### src/rtl/uart_rx_ctrl.sv
// UART receive sequencer: synchronises rx_in, qualifies the start bit and times
// each bit from a programmable clocks-per-bit value, majority-voting three mid-bit samples.
module uart_rx_ctrl #(
  parameter int CPB_W = 12
) (
  input  logic             clk,
  input  logic             rst,
  input  logic             rx_en,
  input  logic [CPB_W-1:0] clks_per_bit,
  input  logic             par_en,
  input  logic             par_typ,
  input  logic             rx_in,
  output logic             busy,
  output logic             bit_strobe,
  output logic [3:0]       bit_idx,
  output logic             bit_val,
  output logic             frame_done,
  output logic [7:0]       rx_data,
  output logic             par_error,
  output logic             stop_error,
  output logic             false_start
);

  typedef enum logic [2:0] {IDLE, START, DATA, PARITY, STOP} state_t;

  localparam logic [CPB_W-1:0] CPB_MIN = CPB_W'(4);

  state_t           state;
  logic             sync1;
  logic             rx_s;
  logic             rx_p;
  logic [CPB_W-1:0] cpb;
  logic [CPB_W-1:0] cnt;
  logic [CPB_W-1:0] cnt_next;
  logic [CPB_W-1:0] half;
  logic             cfg_par_en;
  logic             cfg_par_typ;
  logic [2:0]       n;
  logic [7:0]       shreg;
  logic             s_lo;
  logic             s_mid;
  logic             perr;
  logic             fall;
  logic             vote;
  logic             at_vote;
  logic             cnt_last;

  assign fall     = rx_p & ~rx_s;
  assign half     = cpb >> 1;
  assign at_vote  = (cnt == half + CPB_W'(1));
  assign cnt_last = (cnt == cpb - CPB_W'(1));
  assign cnt_next = cnt_last ? '0 : cnt + CPB_W'(1);
  // Third sample is taken live from rx_s so the vote lands in the same cycle.
  assign vote     = (s_lo & s_mid) | (s_lo & rx_s) | (s_mid & rx_s);

  always_ff @(posedge clk or negedge rst) begin
    if (!rst) begin
      sync1 <= 1'b1;
      rx_s  <= 1'b1;
      rx_p  <= 1'b1;
    end else begin
      sync1 <= rx_in;
      rx_s  <= sync1;
      rx_p  <= rx_s;
    end
  end

  always_ff @(posedge clk or negedge rst) begin
    if (!rst) begin
      s_lo  <= 1'b0;
      s_mid <= 1'b0;
    end else begin
      if (cnt == half - CPB_W'(1)) s_lo <= rx_s;
      if (cnt == half) s_mid <= rx_s;
    end
  end

  always_ff @(posedge clk or negedge rst) begin
    if (!rst) begin
      state       <= IDLE;
      cnt         <= '0;
      cpb         <= '0;
      cfg_par_en  <= 1'b0;
      cfg_par_typ <= 1'b0;
      n           <= '0;
      shreg       <= '0;
      perr        <= 1'b0;
      busy        <= 1'b0;
      bit_strobe  <= 1'b0;
      bit_idx     <= '0;
      bit_val     <= 1'b0;
      frame_done  <= 1'b0;
      rx_data     <= '0;
      par_error   <= 1'b0;
      stop_error  <= 1'b0;
      false_start <= 1'b0;
    end else begin
      bit_strobe  <= 1'b0;
      frame_done  <= 1'b0;
      false_start <= 1'b0;
      if (!rx_en) begin
        state <= IDLE;
        busy  <= 1'b0;
        cnt   <= '0;
      end else begin
        case (state)
          IDLE: begin
            cnt <= '0;
            if (fall) begin
              state       <= START;
              busy        <= 1'b1;
              cpb         <= (clks_per_bit < CPB_MIN) ? CPB_MIN : clks_per_bit;
              cfg_par_en  <= par_en;
              cfg_par_typ <= par_typ;
            end
          end
          START: begin
            cnt <= cnt_next;
            if (at_vote && vote) begin
              false_start <= 1'b1;
              state       <= IDLE;
              busy        <= 1'b0;
            end else if (cnt_last) begin
              state <= DATA;
              n     <= '0;
            end
          end
          DATA: begin
            cnt <= cnt_next;
            if (at_vote) begin
              bit_strobe <= 1'b1;
              bit_idx    <= {1'b0, n};
              bit_val    <= vote;
              shreg[n]   <= vote;
            end
            if (cnt_last) begin
              if (n == 3'd7) state <= cfg_par_en ? PARITY : STOP;
              else n <= n + 3'd1;
            end
          end
          PARITY: begin
            cnt <= cnt_next;
            if (at_vote) begin
              bit_strobe <= 1'b1;
              bit_idx    <= 4'd8;
              bit_val    <= vote;
              perr       <= ^shreg ^ vote ^ cfg_par_typ;
            end
            if (cnt_last) state <= STOP;
          end
          STOP: begin
            cnt <= cnt_next;
            // The frame completes at the stop-bit vote so back-to-back frames can start early.
            if (at_vote) begin
              bit_strobe <= 1'b1;
              bit_idx    <= 4'd9;
              bit_val    <= vote;
              frame_done <= 1'b1;
              rx_data    <= shreg;
              stop_error <= ~vote;
              par_error  <= cfg_par_en & perr;
              state      <= IDLE;
              busy       <= 1'b0;
            end
          end
          default: begin
            state <= IDLE;
            busy  <= 1'b0;
          end
        endcase
      end
    end
  end

endmodule

### config.mk
export PLATFORM = sky130hd
export DESIGN_NAME = uart_rx_ctrl
export DESIGN_NICKNAME = d
export VERILOG_FILES = /design/src/rtl/uart_rx_ctrl.sv
export SDC_FILE = /design/constraint.sdc
export NUM_CORES = 1
export LEC_CHECK = 0
export CELL_PAD_IN_SITES_DETAIL_PLACEMENT = 1
export CELL_PAD_IN_SITES_GLOBAL_PLACEMENT = 2
export CORE_ASPECT_RATIO = 1.25
export CORE_UTILIZATION = 37
export CTS_CLUSTER_DIAMETER = 120
export CTS_CLUSTER_SIZE = 12
export DETAILED_ROUTE_END_ITERATION = 16
export DONT_BUFFER_PORTS = 1
export MAX_ROUTING_LAYER = met4
export PLACE_DENSITY_LB_ADDON = 0.1
export RECOVER_POWER = 50
export SYNTH_ARGS = -nofsm -noshare
export SYNTH_HDL_FRONTEND = slang
export SYNTH_SLANG_ARGS = --single-unit
### constraint.sdc
create_clock -name clk -period 2.9 [get_ports clk]
set_clock_uncertainty 0.05 [all_clocks]
set_input_delay 0.87 -clock clk [delete_from_list [all_inputs] [get_ports clk]]
set_output_delay 0.87 -clock clk [all_outputs]
set_load 0.02 [all_outputs]
==> metrics.yaml <==
reg2reg_depth: 8
io_pins: 37
p_per_area_mw_per_mm2: 632.2
worstPathRequired_ns: 3.07
clkSinkCount: 65
synth_top_area_share: 0.3634
place_congestion: 0.8705
p_leak_uw: 0.002187
syn_nets: 474
clockRootBuffer: "clkbuf_16"
p_comb_frac: 0.257
vias: 3536
antennaDiodeCount: 0
ys_ff_latch: 65
drv_cap: 0
die_h_um: 122.1
path_class: "register to register"
relSlewSlack: 0.5402
numCtsBuffers: 9
ys_types: 68
die_w_um: 98.08
grt.overflow.total: 0
grt_usage: 0.2216
routed_wl_um: 12160
hp-class: "input port to async pin"
synthTopCellsByArea: "dfrtp_1, xnor2_1, mux2_1, xor2_1, nand2_1"
met3_length_um: 198
clockPowerShare: 0.405
wl_per_cell_um: 19.64
r2r_end: "cnt[11]"
r2r_start: "cpb[1]"
wl_met2_um: 6857
grt_pass1_wl_um: 19490
tightest_slew_ns: 0.6825
switching_share: 0.3154
fmax_mhz: 346.6
routed.top_layer: "met4"
drt_iter0_drc: 94
critical_path_buf_inv_count: 1
dieArea_mm2: 0.01197
cts_tree: "built"
clock_latency_ns: 0.34
fin_crit_ns: 2.886
rows: 43
synth-main-ff-cell: "dfrtp_1"
grt_max_degree: 66
clk_pin_slew_worst_paths_ns: 0.06
synth_edf_count: 0
hold_viol: 0
syn_area_mm2: 0.004269
endpoint_kind: "register"
outcome: "finished clean"
synth_top_area_cell: "dfrtp_1"
drt-met1-wl_um: 4895
seq_area_frac_synth: 0.3819
drive_above_1_share: 0.2273
grt_pass1_vias: 3788
nFillCells: 1258
start_kind: "register"
finalMaxSlewViolations: 0
worst_path_max_delay_cell: "or4_4"
synthCells: 450
internal_power_uw: 2204
initial_core_util: 0.3815
yosys_warnings: 0
antenna_found_initial: 0
max_stage_delay_ns: 0.58
holdWs_ns: 0.1747
syn2layout_area_growth_pct: 19.31
netlist_top_cells_count: "dfrtp_1, nand2_1, nor2_1, xnor2_1, mux2_1"
power_frac_seq: 0.339
worst-path-max-fanout: 4
cts_hold_buf: 0
power_uw: 3220
cts.path.max_buffers: 2
avgSynthCellArea_um2: 9.487
switching_power_uw: 1016
core_mm2: 0.01119
r2r_setup_slack_ns: 0.01
place.port_buffers: 0
antenna_left: 0
cp_top_family: "simple AND/OR/NAND/NOR gates"
synthArstFlopShare: 1.000
ir_drop_mv: 0.4695
yosysMostFrequentCell: "dfrtp_1"
rsz0062_at_grt: "true"
post-route-period-util: 0.9950
fin_util: 0.4552
remaining_drc_errors: 0
critPathArrivalTime_ns: 3.05
nets: 503
vias_per_cell: 5.712
first_pass_iters: 4
place_hpwl_um: 9402
h-tree-depth: 3
path_cells: "inv_2 -> ha_4 -> or4b_4 -> o31a_1 -> or3b_4 -> or4_4 -> a21oi_4 -> nor2_1"
finalSetupViolCount: 0
worst max path at each step:
stage                      start  endpoint  slack, ns  depth (start not counted)
after global routing      cpb[1]   cnt[11]      -0.08                         10
after detailed placement  cpb[1]  shreg[7]      -0.05                         10
after CTS                 cpb[1]  shreg[7]      0.006                         10
after floorplan           cpb[0]    cnt[1]       0.01                          8
after global placement    cpb[1]  shreg[7]      -0.03                         10
final                     cpb[1]   cnt[11]       0.01                          8
worst reg2reg max path: stages (launching register included):
cell	delay, ns
dfrtp_1	0.40
inv_2	0.10
ha_4	0.14
or4b_4	0.48
o31a_1	0.35
or3b_4	0.39
or4_4	0.58
a21oi_4	0.22
nor2_1	0.06
repair_timing:
action                     4_1_cts  5_1_grt
gates resized for setup          3       21
buffers inserted                 0        5
pin swaps                        0       13
setup endpoints to repair       23       34
hold endpoints to repair         0        0
cell families after synthesis:
family / Yosys count / synth area share
AOI/OAI and AO/OA: 88 / 0.1392
xor gates and xnor gates: 46 / 0.09437
adders and majority gates: 6 / 0.01758
buffers and inverters: 50 / 0.05510
DFF: 65 / 0.3819
muxes: 37 / 0.09555
and+or+nand+nor: 158 / 0.2163
routing by layer:
layer / track usage / up-vias
met5: - / -
met3: 0.03328 / 13
met2: 0.4159 / 28
met4: 0.07292 / 0
met1: 0.2374 / 1817
li1: - / 1678
stage by stage:
stage | std cells | setup TNS (ns) | worst slack (ns) | cell area (um^2)
5_1_grt | 619 | -0.4773 | -0.08126 | 5094
3_5_place_dp | 598 | -0.4857 | -0.05301 | 4609
6_report | 619 | 0 | 0.01441 | 5094
2_1_floorplan | 450 | 0 | 0.01047 | 4269
3_3_place_gp | 598 | -0.06641 | -0.02880 | 4609
4_1_cts | 614 | 0 | 0.005511 | 4981
final cells by class:
class	count	area (um^2)	area share
clock buffer	9	225.2	0.04422
clock inverter	7	125.1	0.02456
inverter	21	78.83	0.01548
multi-input combinational	335	2492	0.4893
sequential	65	1634	0.3208
tap	135	168.9	0.03316
timing repair buffer	47	369.1	0.07246
layout by cell type, fill, tap and decap left out, types with 5 or more instances in the layout:
cell type | netlist | final
and3_1 | 9 | 9
mux2_2 | 9 | 9
buf_4 | 2 | 45
nand2_1 | 30 | 30
xnor2_1 | 30 | 28
nand2b_1 | 7 | 7
nor2_1 | 30 | 29
nor3_1 | 13 | 11
a31oi_1 | 6 | 6
nand3_1 | 15 | 15
mux2i_1 | 7 | 7
xor2_1 | 16 | 16
inv_1 | 20 | 17
dfrtp_1 | 62 | 59
o21ai_1 | 8 | 8
a21oi_1 | 18 | 17
nor3b_1 | 5 | 5
a21o_1 | 7 | 7
clkbuf_16 | 0 | 9
mux2_1 | 21 | 21
nand4_1 | 8 | 8
o21ai_0 | 11 | 11
nor4_1 | 10 | 9
state kept, by name, indices dropped and copies added (netlist names), 3 cells and up:
name,count
rx_data,8
shreg,8
state,3
bit_idx,4
n,3
cnt,12
cpb,12
power by group through the flow:
stage	sequential, uW	combinational (uW)	clock [uW]
2_1_floorplan	1030	594	0
3_3_place_gp	1100	753	0
3_5_place_dp	1100	766	0
4_1_cts	1090	784	1330
5_1_grt	1100	903	1350
6_report	1090	826	1300
Power figures use the tool's default switching activity.
